===== config.mk =====
export PLATFORM = sky130hd
export DESIGN_NAME = load_store_unit
export DESIGN_NICKNAME = d
export VERILOG_FILES = /design/src/rtl/load_store_unit.sv
export SDC_FILE = /design/constraint.sdc
export NUM_CORES = 1
export LEC_CHECK = 0
export ABC_AREA = 1
export BUFFER_PORTS_ARGS = -buffer_cell sky130_fd_sc_hd__buf_2
export CORE_MARGIN = 4
export CORE_UTILIZATION = 53
export DETAILED_ROUTE_END_ITERATION = 7
export GPL_TIMING_DRIVEN = 0
export PLACE_DENSITY = 0.81
export SYNTH_ARGS = -nofsm -noshare
export SYNTH_HDL_FRONTEND = slang
export SYNTH_SLANG_ARGS = --single-unit

===== constraint.sdc =====
create_clock -name clk -period 4.55 [get_ports clk]
set_input_delay 0.455 -clock clk [delete_from_list [all_inputs] [get_ports clk]]
set_output_delay 0.455 -clock clk [all_outputs]
set_load 0.01 [all_outputs]

===== src/rtl/load_store_unit.sv =====
// RV32I load/store unit: validates a MEM-stage request, performs a read,
// read-modify-write or direct write against a word memory, then pulses a response.
module load_store_unit #(
    parameter int MEM_WORDS = 32
) (
    input  logic        clk,
    input  logic        rst,
    input  logic        req_valid,
    output logic        req_ready,
    input  logic        req_we,
    input  logic [2:0]  req_funct3,
    input  logic [31:0] req_addr,
    input  logic [31:0] req_wdata,
    output logic        resp_valid,
    output logic [31:0] resp_rdata,
    output logic        resp_fault,
    output logic [31:0] mem_address,
    output logic [31:0] mem_data_in,
    output logic        mem_we,
    input  logic [31:0] mem_data_out
);

    typedef enum logic [2:0] {
        IDLE,
        RD,
        RD_WAIT,
        WR,
        RESP
    } state_t;

    state_t      state;
    logic [31:0] addr_q;
    logic [15:0] wdata_q;
    logic [2:0]  funct3_q;
    logic        we_q;

    logic        req_fault;
    logic [7:0]  lane_byte;
    logic [15:0] lane_half;
    logic [31:0] load_fmt;
    logic [31:0] store_merge;

    assign req_ready   = (state == IDLE);
    assign mem_address = {2'b00, addr_q[31:2]};

    // Reject illegal width codes, misaligned halfword/word and out-of-range words.
    always_comb begin
        req_fault = 1'b0;
        if (req_we) begin
            if (req_funct3 >= 3'b011)
                req_fault = 1'b1;
        end else begin
            if (req_funct3 == 3'b011 || req_funct3 == 3'b110 || req_funct3 == 3'b111)
                req_fault = 1'b1;
        end
        if (req_funct3[1:0] == 2'b01 && req_addr[0])
            req_fault = 1'b1;
        if (req_funct3[1:0] == 2'b10 && req_addr[1:0] != 2'b00)
            req_fault = 1'b1;
        if ({2'b00, req_addr[31:2]} >= 32'(MEM_WORDS))
            req_fault = 1'b1;
    end

    always_comb begin
        lane_byte = mem_data_out[7:0];
        case (addr_q[1:0])
            2'd0:    lane_byte = mem_data_out[7:0];
            2'd1:    lane_byte = mem_data_out[15:8];
            2'd2:    lane_byte = mem_data_out[23:16];
            default: lane_byte = mem_data_out[31:24];
        endcase
        lane_half = addr_q[1] ? mem_data_out[31:16] : mem_data_out[15:0];
        case (funct3_q)
            3'b000:  load_fmt = {{24{lane_byte[7]}}, lane_byte};
            3'b001:  load_fmt = {{16{lane_half[15]}}, lane_half};
            3'b100:  load_fmt = {24'h0, lane_byte};
            3'b101:  load_fmt = {16'h0, lane_half};
            default: load_fmt = mem_data_out;
        endcase
    end

    // Little-endian lane insert of the store data into the fetched word.
    always_comb begin
        store_merge = mem_data_out;
        if (funct3_q[1:0] == 2'b00) begin
            case (addr_q[1:0])
                2'd0:    store_merge[7:0]   = wdata_q[7:0];
                2'd1:    store_merge[15:8]  = wdata_q[7:0];
                2'd2:    store_merge[23:16] = wdata_q[7:0];
                default: store_merge[31:24] = wdata_q[7:0];
            endcase
        end else if (addr_q[1]) begin
            store_merge[31:16] = wdata_q;
        end else begin
            store_merge[15:0] = wdata_q;
        end
    end

    always_ff @(posedge clk or posedge rst) begin
        if (rst) begin
            state       <= IDLE;
            addr_q      <= 32'h0;
            wdata_q     <= 16'h0;
            funct3_q    <= 3'b000;
            we_q        <= 1'b0;
            mem_we      <= 1'b0;
            mem_data_in <= 32'h0;
            resp_valid  <= 1'b0;
            resp_rdata  <= 32'h0;
            resp_fault  <= 1'b0;
        end else begin
            case (state)
                IDLE: begin
                    if (req_valid) begin
                        addr_q   <= req_addr;
                        wdata_q  <= req_wdata[15:0];
                        funct3_q <= req_funct3;
                        we_q     <= req_we;
                        if (req_fault) begin
                            resp_valid <= 1'b1;
                            resp_fault <= 1'b1;
                            state      <= RESP;
                        end else if (req_we && req_funct3[1:0] == 2'b10) begin
                            mem_data_in <= req_wdata;
                            mem_we      <= 1'b1;
                            state       <= WR;
                        end else begin
                            state <= RD;
                        end
                    end
                end
                RD: state <= RD_WAIT;
                RD_WAIT: begin
                    if (we_q) begin
                        mem_data_in <= store_merge;
                        mem_we      <= 1'b1;
                        state       <= WR;
                    end else begin
                        resp_rdata <= load_fmt;
                        resp_valid <= 1'b1;
                        state      <= RESP;
                    end
                end
                WR: begin
                    mem_we     <= 1'b0;
                    resp_valid <= 1'b1;
                    state      <= RESP;
                end
                RESP: begin
                    resp_valid <= 1'b0;
                    resp_fault <= 1'b0;
                    resp_rdata <= 32'h0;
                    state      <= IDLE;
                end
                default: state <= IDLE;
            endcase
        end
    end

endmodule


==> impl_metrics.ini <==
[clock_network]
clockBufferDepth = 2
clock_sinks = 122
clk-insertion-delay-late_ns = 0.43
clkTransAtPathRegs_ns = 0.06
tritoncts = yes
cts_buffers = 17
post_cts_resized = 0
post_cts_buffers = 0
clockRootBuffer = clkbuf_16
ctsHoldBuffers = 0
cts_htree_levels = 4

[synthesis]
synth_mux_area_frac = 0.0587
netlist_instances = 957
synth.cell_area_um2 = 7100
synthAdderAreaFrac = 0
yosys.cell_types.count = 28
ys_ff_latch = 122
yosys.area_share.simple = 0.274
yosysSeqAreaShare = 0.430
netlist.area_leader.share = 0.430
synth_edf_count = 0
avgSynthCellArea_um2 = 7.42
async_reset_ff_frac = 1.00
synth_top_family_by_area = simple AND/OR/NAND/NOR gates
yosysTopAreaCell = dfrtp_1
synth-xor-area-share = 0
synth_compound_area_frac = 0.137
synth_ff_type = dfrtp_1
ys_top_cells_by_area = dfrtp_1, nand2_1, mux2_2
yosys_warnings = 0

[placement]
place_ws_ns = 2.50
gp_congestion = 0.963
post-dp-hpwl_mm = 17.9
port_buffers = 200

[worst_setup_path]
cp-end-kind = flop
worstPathArrival_ns = 2.30
criticalPathCategory = flop to flop
required_ns = 4.90
reg2regPathDepth = 9
crit_path_max_incr_delay_ns = 0.41
crit_cells = 9
critPathBufInv = 4
cp_cell_sequence = inv_2, nand2_4, nor2_2, nand2_1, buf_2, inv_2, buf_2, o221ai_1, nand2_1
path_max_fanout = 10
crit_slowest_cell = dfrtp_1
r2r_slack_ns = 2.61
cpLargestDelayFamily = buffers and inverters
crit_path_start_kind = flop

[layout]
final_layout_size_suffix_gt1_frac = 0.294
nets = 1281
multi_input_area_um2 = 3340
syn2layout_area_growth_pct = 26.2
num_antenna_cells = 0
fillers = 1157
seq_area_um2 = 3050

[hold_path]
hold_class = input pin to asynchronous set/reset pin

[die]
core-area_um2 = 13200
start_util = 0.539
fp.dieH_um = 124
dieArea_um2 = 15300
num_io_pins = 203
die_w_um = 124
num_rows = 42

[routing]
detail_route.first_pass.iterations = 5
antenna_left = 0
met3_length_mm = 2.28
post_drt_via_cell_ratio = 5.42
wl_met1_mm = 9.22
avgRoutedWirePerCell_um = 16.9
vias = 7406
route.detailed.drc = 0
drt_iter0_markers = 710
top_layer_used = met4
wl_met2_mm = 10.6
drt-total-wl_mm = 23.1

[timing]
hold_slack_ns = 0.0160
worst_slack_ns = 2.61
slew_viol_final = 0
slew_headroom = 0.648
finClkSkew_ns = 0.00703
finalSetupTns_ns = 0
fin_crit_sh = 0.427
worst_pin_slew_ns = 0.528
final-setup-viol-count = 0
rsz0062_at_grt = no
fmax_mhz = 514
hold_viol = 0
period_needed_ns = 1.94

[global_routing]
grt_overflow_total = 0
antenna_found_initial = 0
grt_pass1_wl_mm = 36.1
track_usage = 0.310
first_global_vias = 7331
grt_max_degree = 91

[status]
status = completed

[power_and_ir_drop]
p_leak_nw = 4.86
ir_drop_mv = 0.417
finalPower_mw = 5.86
power.density_nw_per_um2 = 653

[job]
drv_cap = 0
## final cells by class
| type | instances | area share |
|---|---|---|
| clock inverters | 13 | 0.0187 |
| multi-input cells | 691 | 0.373 |
| inverters | 57 | 0.0244 |
| well taps | 176 | 0.0246 |
| flip-flops and latches | 122 | 0.340 |
| clock buffers | 18 | 0.0490 |
| repair buffers | 201 | 0.115 |
| plain buffers | 88 | 0.0555 |
## cells in the final DEF, fill, tap and decap left out, types with 2 or more instances in the layout
cell type,n
nand3_2,2
clkbuf_1,22
a21oi_1,65
nor2_1,79
clkinv_4,4
inv_1,48
clkinv_2,2
nor3_1,12
inv_2,7
o21ai_1,7
clkinvlp_4,2
buf_2,229
inv_6,3
nand2_1,331
dfrtp_1,122
bufinv_16,3
nor2_4,3
clkbuf_16,17
mux2_2,37
buf_4,35
nand4_1,7
conb_1,2
nand3_1,40
buf_1,2
o211ai_1,39
o21ai_0,60
## registers in the layout, indices dropped and copies added (netlist names)
| signal | cells |
|---|---|
| addr_q | 32 |
| mem_data_in | 32 |
| resp_rdata | 32 |
| wdata_q | 16 |
| funct3_q | 3 |
| state | 3 |
| mem_we | 1 |
| resp_fault | 1 |
| resp_valid | 1 |
| we_q | 1 |
## cells in the mapped netlist, types with 2 or more instances
library cell / n
o21ai_1: 7
o211ai_1: 39
nand3_1: 40
clkbuf_1: 22
buf_4: 35
inv_1: 49
nor2_1: 79
mux2_2: 37
nor2_4: 3
o21ai_0: 60
dfrtp_1: 122
nor3_1: 12
nand2_1: 331
buf_1: 2
inv_2: 7
nand3_2: 2
nand4_1: 7
a21oi_1: 65
buf_2: 29
## where the power goes
group	switching, mW	leakage, nW	internal (mW)
Clock	0.507	0.293	0.875
Combinational	1.65	3.04	1.08
Sequential	0.279	1.53	1.47
Total	2.44	4.86	3.42
## routing by layer
layer	GRT usage	up-vias
li1	-	3525
met1	0.392	3439
met2	0.499	372
met3	0.0754	70
met4	0.148	0
met5	0	-
## cells by family (layout without fill, tap and decap cells)
kind of cell	count (synthesis)	in the layout
simple gates	479	479
buf+inv	145	377
flops	122	122
mux	37	37
other cells	1	2
compound gates	173	173
## through the flow
step / utilization / instances / area [um2]
floorplan: - / 958 / 7110
detailed placement: 0.634 / 1335 / 8360
CTS: 0.680 / 1366 / 8970
finish: 0.680 / 1366 / 8970
global placement: 0.631 / 1334 / 8330
global route: 0.680 / 1366 / 8970
## path summary, 6_finish.rpt
path,startpoint,end
max in group asynchronous,rst,mem_data_in[12]
worst min register to register,mem_data_in[22],mem_data_in[22]
worst max register to register,state[0],resp_rdata[6]
min in group clk,req_addr[2],addr_q[2]
worst min-delay path,rst,addr_q[3]
worst max-delay path,state[0],resp_rdata[6]
Note: power is estimated with default switching activity, not from simulation.
